===== src/rtl/misr_pkg.sv =====
// misr_pkg: shared state encoding and default MISR parameters.
// Revision 1.0
`default_nettype none

package misr_pkg;

  localparam int         MISR_WIDTH = 8;
  localparam logic [7:0] MISR_POLY  = 8'h1D;
  localparam logic [7:0] MISR_SEED  = 8'hFF;

  typedef enum logic [1:0] {
    ST_IDLE    = 2'd0,
    ST_COMPACT = 2'd1,
    ST_COMPARE = 2'd2,
    ST_DONE    = 2'd3
  } state_e;

endpackage

`default_nettype wire


===== src/rtl/misr_core.sv =====
// misr_core: Galois-form multiple-input signature register with load and step enable.
// Revision 1.0
`default_nettype none

module misr_core
  import misr_pkg::*;
#(
  parameter int               WIDTH = MISR_WIDTH,
  parameter logic [WIDTH-1:0] POLY  = WIDTH'(MISR_POLY)
) (
  input  logic             clk,
  input  logic             rst,
  input  logic             load,
  input  logic             en,
  input  logic [WIDTH-1:0] seed,
  input  logic [WIDTH-1:0] din,
  output logic [WIDTH-1:0] sig
);

  logic [WIDTH-1:0] sig_q;
  logic [WIDTH-1:0] sig_d;

  // Load wins over step so a new run always begins from the seed.
  always_comb begin
    sig_d = sig_q;
    if (load) begin
      sig_d = seed;
    end else if (en) begin
      sig_d = {sig_q[WIDTH-2:0], 1'b0} ^ (sig_q[WIDTH-1] ? POLY : '0) ^ din;
    end
  end

  always_ff @(posedge clk) begin
    if (rst) begin
      sig_q <= '0;
    end else begin
      sig_q <= sig_d;
    end
  end

  assign sig = sig_q;

endmodule

`default_nettype wire


===== src/rtl/misr_sig_analyzer.sv =====
// misr_sig_analyzer: compacts test_len response words into a MISR and compares to a golden signature.
// Revision 1.0
`default_nettype none

module misr_sig_analyzer
  import misr_pkg::*;
#(
  parameter int               WIDTH = MISR_WIDTH,
  parameter logic [WIDTH-1:0] POLY  = WIDTH'(MISR_POLY),
  parameter logic [WIDTH-1:0] SEED  = WIDTH'(MISR_SEED)
) (
  input  logic             clk,
  input  logic             rst,
  input  logic             start,
  input  logic [WIDTH-1:0] din,
  input  logic             din_valid,
  input  logic [7:0]       test_len,
  input  logic [WIDTH-1:0] golden,
  output logic [WIDTH-1:0] signature,
  output logic             busy,
  output logic             done,
  output logic             pass
);

  state_e           state_q, state_d;
  logic [7:0]       cnt_q, cnt_d;
  logic [7:0]       len_q, len_d;
  logic [WIDTH-1:0] golden_q, golden_d;
  logic             pass_q, pass_d;
  logic             w_load;
  logic             w_en;
  logic [WIDTH-1:0] w_sig;

  misr_core #(
    .WIDTH (WIDTH),
    .POLY  (POLY)
  ) u_core (
    .clk  (clk),
    .rst  (rst),
    .load (w_load),
    .en   (w_en),
    .seed (SEED),
    .din  (din),
    .sig  (w_sig)
  );

  always_comb begin
    state_d  = state_q;
    cnt_d    = cnt_q;
    len_d    = len_q;
    golden_d = golden_q;
    pass_d   = pass_q;
    w_load   = 1'b0;
    w_en     = 1'b0;
    unique case (state_q)
      ST_IDLE: begin
        if (start) begin
          w_load   = 1'b1;
          cnt_d    = 8'd0;
          len_d    = test_len;
          golden_d = golden;
          pass_d   = 1'b0;
          state_d  = (test_len != 8'd0) ? ST_COMPACT : ST_COMPARE;
        end
      end
      ST_COMPACT: begin
        // Stalls simply hold; there is deliberately no timeout.
        if (din_valid) begin
          w_en  = 1'b1;
          cnt_d = cnt_q + 8'd1;
          if (cnt_q == len_q - 8'd1) begin
            state_d = ST_COMPARE;
          end
        end
      end
      ST_COMPARE: begin
        pass_d  = (w_sig == golden_q);
        state_d = ST_DONE;
      end
      ST_DONE: begin
        state_d = ST_IDLE;
      end
      default: begin
        state_d = ST_IDLE;
      end
    endcase
  end

  always_ff @(posedge clk) begin
    if (rst) begin
      state_q  <= ST_IDLE;
      cnt_q    <= 8'd0;
      len_q    <= 8'd0;
      golden_q <= '0;
      pass_q   <= 1'b0;
    end else begin
      state_q  <= state_d;
      cnt_q    <= cnt_d;
      len_q    <= len_d;
      golden_q <= golden_d;
      pass_q   <= pass_d;
    end
  end

  // All outputs decode from registers only, so din never reaches done or pass combinationally.
  assign signature = w_sig;
  assign busy      = (state_q == ST_COMPACT) || (state_q == ST_COMPARE);
  assign done      = (state_q == ST_DONE);
  assign pass      = pass_q;

endmodule

`default_nettype wire


===== config.mk =====
export PLATFORM = sky130hd
export DESIGN_NAME = misr_sig_analyzer
export DESIGN_NICKNAME = d
export VERILOG_FILES = /design/src/rtl/misr_pkg.sv /design/src/rtl/misr_core.sv /design/src/rtl/misr_sig_analyzer.sv
export SDC_FILE = /design/constraint.sdc
export NUM_CORES = 1
export LEC_CHECK = 0
export BUFFER_PORTS_ARGS = -buffer_cell sky130_fd_sc_hd__buf_2
export CAP_MARGIN = 20
export CORE_MARGIN = 2
export CORE_UTILIZATION = 51
export CTS_BUF_LIST = sky130_fd_sc_hd__clkbuf_8
export DETAILED_ROUTE_END_ITERATION = 12
export PLACE_DENSITY_LB_ADDON = 0.12
export SETUP_SLACK_MARGIN = 0.3
export SLEW_MARGIN = 20
export SYNTH_ARGS = -nofsm -noshare
export SYNTH_HDL_FRONTEND = slang
export SYNTH_SLANG_ARGS = --single-unit
export TNS_END_PERCENT = 50

===== constraint.sdc =====
create_clock -name clk -period 1.9 [get_ports clk]
set_input_delay 0.19 -clock clk [delete_from_list [all_inputs] [get_ports clk]]
set_output_delay 0.19 -clock clk [all_outputs]
set_load 0.005 [all_outputs]

# After elaboration in Yosys (flattened, before gate mapping)
# Index checks and enable logic that the tools add are counted.
# totals
inputBits,28
out_inout_bits,11
word_cells,45
regBits,35
# classes
eq_ne,8
n_bitwise,2
n_addsub,2
mux,17
n_reduce_logical,10
# ops
cell,count
2-to-1 mux 8 bit,4
== test 8 bit,2
case mux 8 bit (2 select lines),1
bitwise XOR 8 bit,2
"adder 8 x 1 -> 8 bit, second input constant",1
2-to-1 mux 2 bit,4
case mux 2 bit (4 select lines),1
nonzero test 8 bit,1
"subtractor 8 x 1 -> 8 bit, second input constant",1
"!= test 2 bit, second input constant",3
AND reduction 3 bit,2
nonzero test 2 bit,3
2-to-1 mux 1 bit,5
2-to-1 mux 5 bit,1
"== test 2 bit, second input constant",2
AND reduction 2 bit,2
"== test 2 x 1 -> 1 bit, second input constant",1
logical NOT 2 bit,1
case mux 1 bit (2 select lines),1
logical OR 1 bit,1

# Depth between registers and ports, before layout
# Gate-level depths: netlist of the first run.
# depth
ltp_word,5
depth_mapped,8
ltp_nobuf,8

# Cells and area by module
# Synthesis of the first run repeated with hierarchy kept, for this count alone.
# hier_totals
hier_cells,240
area_unflattened_um2,1984.4
# by_module_without_submodules
module,seq_area_each_um2,n_inst,area_each_um2,cells_per_inst
misr_sig_analyzer,540.5,1,1501.4,186
misr_core,160.2,1,483.0,54

# Worst setup path before layout of the first run
# Ideal clock, no wire load.
# synth_timing
kind,register -> register
start,register len_q[0]
end,register state_q[0]
period_less_slack_ns,1.835
t_required_ns,1.779
path_slack_ns,0.065
setup_time_ns,0.121
path_buffers,0
arrival_ns,1.714
stages_incl_launch_ff,9
path_cell_list,dfxtp_1 > inv_1 > ha_1 > xor2_1 > nand4_1 > nor4b_2 > o211ai_2 > o21ai_2 > mux2_4
# synth_between
elab_chain_len,4
# synth_lines
element,line,source
from (decl),misr_sig_analyzer.sv:27,"logic [7:0] len_q, len_d;"
from (signal assigned),misr_sig_analyzer.sv:99,len_q <= len_d;
subtractor 8 x 1 -> 8 bit,misr_sig_analyzer.sv:71,if (cnt_q == len_q - 8'd1) begin
== test 8 bit,misr_sig_analyzer.sv:71,
!= test 2 bit (no line),n/a,
AND reduction 3 bit (no line),n/a,
to (signal assigned),misr_sig_analyzer.sv:97,state_q <= state_d;
to (decl),misr_sig_analyzer.sv:25,"state_e state_q, state_d;"
# Every way passes these cells.
# A chain may end at the register's enable or synchronous reset.

# Final worst setup path of the first run
# layout_timing
start,register len_q[1]
end,register state_q[0]
# The elaborated chain is that of the path after synthesis.

==> results of run 1 <==
worst min-delay path: cells and delay by family:
| kind | cells | cell delay, ps |
|---|---|---|
| buffers and inverters | 1 | 90 |
| AO/OA/AOI/OAI | 1 | 50 |
| AND/OR/NAND/NOR | 1 | 40 |
per-layer routing:
metal,up-vias,global-route usage
met5,-,0
met4,0,0.1120
met3,10,0.05208
met2,41,0.4008
met1,785,0.2522
li1,873,-
logic make-up (layout without fill, tap and decap cells):
group | after synthesis | in the layout | share of synthesized area
AO/OA/AOI/OAI | 48 | 48 | 0.1532
XOR/XNOR | 33 | 33 | 0.1558
adder cells (fa/ha/maj) | 6 | 6 | 0.03945
buffers and inverters | 15 | 63 | 0.03024
flip-flops | 35 | 35 | 0.3682
multiplexers | 2 | 2 | 0.01380
AND/OR/NAND/NOR | 93 | 93 | 0.2393
final cells by class:
cell class / instances / area (um2)
fill: 335 / 1250
multi-input combinational: 182 / 1202
sequential: 35 / 705.7
timing repair buffer: 50 / 284.0
clock buffer: 5 / 68.82
tap: 48 / 60.06
clock inverter: 3 / 43.79
inverter: 5 / 18.77
registers in the layout, indices dropped and copies added, names as in the netlist:
name,cells
cnt_q,8
golden_q,8
len_q,8
pass,1
state_q,2
u_core.sig,8
report_power, final:
group / internal, mW / total [mW] / switching (mW)
logic: 0.693 / 1.37 / 0.678
registers: 0.879 / 1.04 / 0.162
clock network: 0.391 / 0.682 / 0.292
total: 1.96 / 3.09 / 1.13
per-stage QoR:
step                cell area, um2  utilization  worst slack, ps
floorplan                     1909            -            109.5
global placement              2188       0.6023            113.5
detailed placement            2188       0.6023            70.57
CTS                           2365       0.6508            100.6
global route                  2384       0.6560            5.328
finish                        2384       0.6560            105.3
worst max path at each step:
| stage | start | endpoint | slack, ps | cells past startpoint |
|---|---|---|---|---|
| final | len_q[1] | state_q[0] | 110 | 8 |
| after global routing | len_q[1] | state_q[0] | 5 | 8 |
| after CTS | len_q[1] | state_q[0] | 100 | 8 |
| after detailed placement | state_q[0] | state_q[0] | 70 | 8 |
| after global placement | len_q[0] | state_q[0] | 110 | 8 |
| after floorplan | len_q[1] | state_q[0] | 110 | 8 |
repair_timing:
action / CTS / global route
setup endpoints to repair: 24 / 6
gates resized for setup: 16 / 2
pin swaps: 1 / 4
setup buffers: 1 / 2
synthesized netlist by cell type, drive strengths merged (2+ instances only):
cell,count
dfxtp,35
xor2,15
nand2b,4
and3,2
o21bai,2
nor3,4
a21oi,39
ha,6
nand3,4
nand4,7
clkbuf,8
nor4,2
nor2,21
xnor2,18
mux2,2
o21ai,2
nor2b,2
nand2,39
inv,5
buf,2
==> results, run 1 <==
- The run finished with clean final reports.
- The startpoint identified for the worst register-to-register timing path is len_q[1].
- The TritonCTS clock tree is yes.
- Of the cells placed in the final design, the portion with a size suffix greater than 1 is 0.3107.
- The met2 wire length is 2102 um.
- In this run the critical register-to-register path is captured at state_q[0].
- In the layout the commonest cells are sky130_fd_sc_hd__nand2_1 (38), sky130_fd_sc_hd__a21oi_1 (38), sky130_fd_sc_hd__buf_2 (38).
- The clock tree skew after final layout is 4.106 ps.
- The antenna diode instance count is 0.
- The required arrival time at the worst endpoint is 2080 ps.
- The count of placed standard cells in the final layout, fillers left out is 328.
- By startpoint and endpoint, the worst setup path is classified as reg2reg.
- The final count of hold timing violations was 0.
- VDD sags by at most 0.6841 mV.
- The via count of the first global-routing pass is 1,685.
- The clock drives 35 sinks.
- The clock-pin slew on the worst setup and hold paths is 80 ps.
- The largest total area in the synthesized netlist belongs to sky130_fd_sc_hd__dfxtp_1.
- Detailed placement finished with a half-perimeter wire length of 3063 um.
- The count of input and output buffers is 38.
- The largest fanout on the critical path is 2.
- The total power per unit cell area is 1298 nW/um2.
- The number of hold buffers added after CTS was 0.
- The number of placed I/O pins is 39.
- For the finished layout, the period the worst path requires is 1795 ps.
- The worst hold-check slack is 129.9 ps.
- The element type at the critical path start is a register.
- For this block, the initial DRC count from the detailed router was 52.
- The clock insertion delay at the later pin of the skew report is 290 ps.
- The unique cell type count in the Yosys netlist is 41.
- TritonCTS created 5 clock buffers.
- In this run the horizontal extent of the chip is 65.09 um.
- In this run the standard cell core region covers 3633 um2.
- The total power is 3.094 mW.
- The slack of the worst reg-to-reg path is 110 ps.
- The count of final max-slew check failures came to 0.
- For this run, the total global-route usage over all layers was measured as 0.2259.
- For this design the static power due to leakage is 0.9895 nW.
- The detailed route wirelength on metal3 is 163 um.
- The startpoint identified for the worst hold timing path is golden[4].
- The total overflow left after global routing is 0.
- The first-pass GRT wire length is 7245 um.
- Setup repair after global routing could not meet its margin everywhere.
- Wires add up to 4237 um.
- The relative max-transition margin is 0.7052.
- Including well taps, the total number of placed cells is 317.
- The ratio of routed vias to standard cells is 5.210.
- After detailed routing, the wire length on met1 is 1854 um.
- The number of buffers and inverters on the critical path is 1.
- In the synthesized netlist the async set-or-reset flop fraction comes to 0.
- The synthesized cell area is 1903 um2.
- Setup violations remaining at the end of the flow were counted as 0.
- Entering global routing, the biggest net connects 26 pins.
- After detailed routing, the number of remaining DRC violations is 0.
- Of the synthesized area, sequential elements account for 0.3682.
- For the final routed database, the setup TNS stands at 0 ps.
- The worst path arrival time is 1980 ps.
- The share of synthesized area in the top cell type comes to 0.3682.
- The instance count along the most critical hold path is 3.
- The area growth from synthesis to layout is 25.25%.
- The count of mapped cells out of synthesis is 232.
- The number of placement rows is 22.
- Detailed routing inserted a total of 1,709 vias.
- Traced cell by cell, the critical path runs through inv_2 > ha_4 > xor2_1 > nand4_1 > nor4b_2 > o211ai_2 > o21ai_2 > mux2_4.
- From bottom edge to top edge, the die measures 65.09 um.
- The number of antenna violations at the first check in global routing is 0.
- STA classifies the critical path endpoint as a register.
- The final layout contains 313 nets.
- The highest clock rate is 0.5572 GHz.
- The final routed wire length divided by cell count is 12.92 um.
- The maximum clock insertion buffer count is 2.
- The path type of the worst min-delay path is in2reg.
- In this run the top signal layer used is met4.
- Across the run, the number of max-cap violations was 0.
- In this run, synthesis produced a sequential element count of 35.
- For hold timing, the worst endpoint is golden_q[4].
- The number of nets handed over by synthesis was 266.
- The master cell of the clock root buffer is sky130_fd_sc_hd__clkbuf_8.
- The largest stage delay on the critical path is 340 ps.
- The die covers 4236 um2.
- The logic depth of the worst register-to-register path is 8.
- Before antenna repair, the detailed router went through 4 iterations.
- Yosys attributes the largest share of cell area to sky130_fd_sc_hd__dfxtp_1 (37%), sky130_fd_sc_hd__a21oi_1 (10%), sky130_fd_sc_hd__xnor2_1 (8.3%).
- The number of warnings issued by yosys is 0.
- The initial utilization of the core area, before any placement, comes to 0.5238.
- For this design, the slowest cell found on the critical path is sky130_fd_sc_hd__dfxtp_2.
- The number of routed nets with antenna violations is 0.
- The number of H-tree branching levels is 2.
- After synthesis, the mean cell area works out to 8.203 um2.
- Routability-driven placement finished with a final weighted congestion of 0.7672.
- For the pin with the worst max-slew slack, the measured transition is 441.3 ps.
- The count of flip-flops with a built-in enable after synthesis is 0.
- On the critical path the largest part of the delay comes from simple AND/OR/NAND/NOR gates.
- Of the available clock period, the critical path in the final layout requires 0.9446.
- For this run, the leading register cell type out of synthesis is sky130_fd_sc_hd__dfxtp_1.
Power figures use the tool's default switching activity.
==> run 2: changes to the inputs <==
--- a/config.mk
+++ b/config.mk
@@ -5,10 +5,11 @@
 export SDC_FILE = /design/constraint.sdc
 export NUM_CORES = 1
 export LEC_CHECK = 0
+export ABC_AREA = 1
 export BUFFER_PORTS_ARGS = -buffer_cell sky130_fd_sc_hd__buf_2
 export CAP_MARGIN = 20
 export CORE_MARGIN = 2
-export CORE_UTILIZATION = 51
+export CORE_UTILIZATION = 52
 export CTS_BUF_LIST = sky130_fd_sc_hd__clkbuf_8
 export DETAILED_ROUTE_END_ITERATION = 12
 export PLACE_DENSITY_LB_ADDON = 0.12
@@ -16,5 +17,6 @@
 export SLEW_MARGIN = 20
 export SYNTH_ARGS = -nofsm -noshare
 export SYNTH_HDL_FRONTEND = slang
+export SYNTH_HIERARCHICAL = 1
 export SYNTH_SLANG_ARGS = --single-unit
 export TNS_END_PERCENT = 50
==> results, run 2 <==
- The reg-to-reg critical path startpoint was state_q[0] (was len_q[1]).
- The unique cell type count in the Yosys netlist is 37 (was 41).
- The instance count along the most critical hold path is 3 (unchanged).
- The first-pass GRT wire length is 7783 um (was 7245 um).
- The required arrival time at the worst endpoint is 2120 ps (was 2080 ps).
- The mean instance size in the synthesized netlist is 6.886 um2 (was 8.203 um2).
- The async set-or-reset flop fraction in the synthesized netlist was 0 (unchanged).
- The overall overflow remaining after global route was 0 (unchanged).
- The number of maximum-capacitance constraint violations is 0 (unchanged).
- Outcome: finished, final reports clean (unchanged).
- The library cell used most frequently in the layout, excluding fill and tap cells, is sky130_fd_sc_hd__nand2_1.
- The time the final worst path needs with I/O delays and setup was 1603 ps (was 1795 ps).
- The ratio of routed vias to standard cells was 5.119 (was 5.210).
- The TritonCTS clock tree is yes (unchanged).
- The clock tree skew after final layout is 3.584 ps (was 4.106 ps).
- The number of antenna violations at the first check in global routing came to 0 (unchanged).
- The total length of routed wires is 4933 um (was 4237 um).
- The number of vias after detailed routing was 2,063 (was 1,709).
- The clock insertion delay at the later pin of the skew report is 280 ps (was 290 ps).
- The met2 capacity usage during global routing is 0.3388 (was 0.4008).
- The master cell of the clock root buffer is sky130_fd_sc_hd__clkbuf_8 (unchanged).
- The count of flip-flops with a built-in enable after synthesis was 0 (unchanged).
- Worst-path cell chain: inv_4 > ha_4 > inv_4 > or2_4 > o21ai_0 > nor2_1 > o2111ai_1 > nor3_1 > nand2_1 > a21oi_1 (was inv_2 > ha_4 > xor2_1 > nand4_1 > nor4b_2 > o211ai_2 > o21ai_2 > mux2_4).
- The number of failing setup endpoints in the final timing report came to 0 (unchanged).
- The critical path launch point is state_q[0] (was len_q[1]).
- The most frequently used flop master after synthesis is sky130_fd_sc_hd__dfxtp_1 (unchanged).
- The cell count along the critical path was 10 (was 8).
- The total clock sinks is 35 (unchanged).
- The category of the worst setup path capture point is a register (unchanged).
- The part of the cycle the worst path needs is 0.8435 (was 0.9446).
- The core box area is 3716 um2 (was 3633 um2).
- The overall global routing resource usage is 0.2268 (was 0.2259).
- The fraction of final layout cells sized beyond drive strength 1 is 0.2620 (was 0.3107).
- The setup TNS is 0 ps (unchanged).
- The dominant combinational cell family by area after synthesis is simple AND/OR/NAND/NOR gates (unchanged).
- The most common cell in the synthesized netlist is sky130_fd_sc_hd__nand2_1.
- Leading cell types in the layout, fill and taps excluded: sky130_fd_sc_hd__nand2_1 (54), sky130_fd_sc_hd__buf_2 (38), sky130_fd_sc_hd__dfxtp_1 (32) (was sky130_fd_sc_hd__nand2_1 (38), sky130_fd_sc_hd__a21oi_1 (38), sky130_fd_sc_hd__buf_2 (38)).
- The largest stage delay on the critical path came to 390 ps (was 340 ps).
- The final count of hold timing violations is 0 (unchanged).
- The number of placement rows is 22 (unchanged).
- Most frequent cells after synthesis: sky130_fd_sc_hd__nand2_1 (56), sky130_fd_sc_hd__dfxtp_1 (35), sky130_fd_sc_hd__nor2_1 (34) (was sky130_fd_sc_hd__a21oi_1 (38), sky130_fd_sc_hd__nand2_1 (38), sky130_fd_sc_hd__dfxtp_1 (35)).
- The worst-case vdd ir drop came to 0.6763 mV (was 0.6841 mV).
- The most crowded layer after global routing is met2 (unchanged).
- The iteration count of the initial detailed-routing pass came to 4 (unchanged).
- The die area is 4436 um2 (was 4236 um2).
- The setup slack of the critical path after layout is 297.3 ps (was 105.3 ps).
- The fraction of power consumed by sequential logic is 0.332 (was 0.336).
- The met1 track demand over resource came to 0.3292 (was 0.2522).
- In this design, the critical path's most frequently occurring cell is sky130_fd_sc_hd__inv_4.
- The cell-internal power is 1.989 mW (was 1.963 mW).
- The highest-delay cell along the critical path is sky130_fd_sc_hd__dfxtp_4 (was sky130_fd_sc_hd__dfxtp_2).
- The count of mapped cells out of synthesis came to 296 (was 232).
- The pin count of the biggest net entering global routing is 26 (unchanged).
- The routability-driven placement congestion ratio is 0.8489 (was 0.7672).
- The XOR/XNOR share of the synthesized area is 0.05586 (was 0.1558).
- The compound-cell area share of the yosys netlist is 0.1664 (was 0.1532).
- The via count of the first global-routing pass was 1,765 (was 1,685).
- The power share of the combinational group is 0.495 (was 0.443).
- The total net switching power is 1.408 mW (was 1.131 mW).
- The placement-stage worst setup slack is 149.2 ps (was 70.57 ps).
- Synth area leaders: sky130_fd_sc_hd__dfxtp_1 (34%), sky130_fd_sc_hd__nand2_1 (10%), sky130_fd_sc_hd__nor2_1 (6.3%) (was sky130_fd_sc_hd__dfxtp_1 (37%), sky130_fd_sc_hd__a21oi_1 (10%), sky130_fd_sc_hd__xnor2_1 (8.3%)).
- The part of the power in the clock network was 0.173 (was 0.221).
- The fraction of the mapped netlist area in simple logic gates was 0.3100 (was 0.2393).
- The critical setup path kind is reg2reg (unchanged).
- Setup repair after global routing missed its margin: true (unchanged).
- The highest clock rate is 0.6239 GHz (was 0.5572 GHz).
- The synthesis-stage register bit count is 35 (unchanged).
- The switching fraction of total power was 0.4145 (was 0.3657).
- The clock-pin slew on the worst setup and hold paths is 70 ps (was 80 ps).
- The number of clock buffers inserted by TritonCTS is 5 (unchanged).
- The largest area contributor in the synthesized netlist is sky130_fd_sc_hd__dfxtp_1 (unchanged).
- The leakage component of the power is 1.139 nW (was 0.9895 nW).
- The total power is 3.398 mW (was 3.094 mW).
- The total power per unit cell area was 1318 nW/um2 (was 1298 nW/um2).
- The maximum clock insertion buffer count came to 2 (unchanged).
- The element type at the critical path start is a register (unchanged).
- The count of input and output buffers was 38 (unchanged).
- The post-synthesis share of cell area spent on full adders, half adders and majority gates is 0.03683 (was 0.03945).
- The worst path arrival time is 1820 ps (was 1980 ps).
- The number of placed I/O pins came to 39 (unchanged).
- The largest fanout on the critical path is 4 (was 2).
- The mux share of post-synthesis cell area is 0 (was 0.01381).
- The share of synthesized area occupied by flip-flops and latches is 0.3438 (was 0.3682).
- The overall die width is 66.61 um (was 65.09 um).
- The antenna diode instance count came to 0 (unchanged).
- The initial standard-cell utilization of the core is 0.5485 (was 0.5238).
- The die outline height is 66.61 um (was 65.09 um).
- The area growth from synthesis to layout came to 26.46% (was 25.25%).
- The path type of the worst min-delay path is in2reg (unchanged).
- The gate family responsible for the most delay along the worst path was simple AND/OR/NAND/NOR gates (unchanged).
- The count of final max-slew check failures is 0 (unchanged).
- The final routed wire length divided by cell count is 12.24 um (was 12.92 um).
- The number of H-tree branching levels is 2 (unchanged).
- The startpoint of the tightest hold check path is golden[1] (was golden[4]).
- The synthesized cell area was 2038 um2 (was 1903 um2).
- The count of nets after finishing is 388 (was 313).
- The detailed placer's ending HPWL is 3348 um (was 3063 um).
- The met3 track demand over resource in global routing is 0.04392 (was 0.05208).
- The top cell type's share of synthesized area was 0.3438 (was 0.3682).
- The number of routed nets with antenna violations was 0 (unchanged).
- The DRC marker count from the first detailed-route iteration was 156 (was 52).
- The logic depth of the worst register-to-register path is 10 (was 8).
- The number of buffers and inverters on the critical path is 2 (was 1).
- The number of design rule violations left after detail routing came to 0 (unchanged).
- The number of warnings issued by yosys is 6 (was 0).
-- run 2: routing by layer --
layer	up-vias	part of all wire
li1	1080	-
met2	56	0.43
met1	915	0.51
met4	0	0.018
met5	-	0
met3	12	0.042
-- run 2: metrics by stage --
stage / cell area [um2] / instances / hold slack (ps) / util
3_5_place_dp: 2315 / 386 / 446.1 / 0.6229
6_report: 2577 / 403 / 152.7 / 0.6936
4_1_cts: 2467 / 397 / 155.3 / 0.6640
2_1_floorplan: 2073 / 303 / 259.1 / -
3_3_place_gp: 2315 / 386 / 441.2 / 0.6229
5_1_grt: 2577 / 403 / 168.0 / 0.6936
-- run 2: final timing paths --
| kind | to | slack [ps] |
|---|---|---|
| max | pass | 300 |
| max reg2reg | pass | 300 |
| min reg2reg | golden_q[7] | 490 |
| min | golden_q[1] | 150 |
-- run 2: power groups by stage --
stage / clock network, mW / logic (mW) / registers [mW]
after floorplan: 0 / 1.08 / 1.06
after global placement: 0 / 1.34 / 1.10
after detailed placement: 0 / 1.35 / 1.11
after CTS: 0.587 / 1.46 / 1.10
after global routing: 0.622 / 1.91 / 1.16
final: 0.587 / 1.68 / 1.13
-- run 2: layout make-up --
class | count | area (um2)
multi-input combinational | 225 | 1272
fill | 328 | 1139
sequential | 35 | 709.4
timing repair buffer | 51 | 287.8
inverter | 36 | 147.6
clock buffer | 7 | 96.34
tap | 48 | 60.06
clock inverter | 1 | 3.754
-- run 2: logic make-up (layout without fill, tap and decap cells) --
| kind of cell | after synthesis | in the layout |
|---|---|---|
| other | 1 | 8 |
| buffers and inverters | 43 | 95 |
| adder cells (fa/ha/maj) | 6 | 6 |
| XOR/XNOR | 13 | 13 |
| AND/OR/NAND/NOR | 137 | 137 |
| flip-flops | 35 | 35 |
| AO/OA/AOI/OAI | 61 | 61 |
-- run 2: repair_timing --
action / CTS / global route
hold buffers: 0 / 0
buffers inserted: 3 / 6
hold endpoints to repair: 0 / 0
endpoints found under the setup margin: 7 / 15
pin swaps: 4 / 10
gates resized for setup: 10 / 23
-- run 2: worst register-to-register path, stage by stage, from the launching register on --
cell                        delay [ps]
sky130_fd_sc_hd__dfxtp_4           390
sky130_fd_sc_hd__inv_4              50
sky130_fd_sc_hd__ha_4              170
sky130_fd_sc_hd__inv_4              70
sky130_fd_sc_hd__or2_4             130
sky130_fd_sc_hd__o21ai_0            90
sky130_fd_sc_hd__nor2_1            140
sky130_fd_sc_hd__o2111ai_1         120
sky130_fd_sc_hd__nor3_1            190
sky130_fd_sc_hd__nand2_1            80
sky130_fd_sc_hd__a21oi_1           120
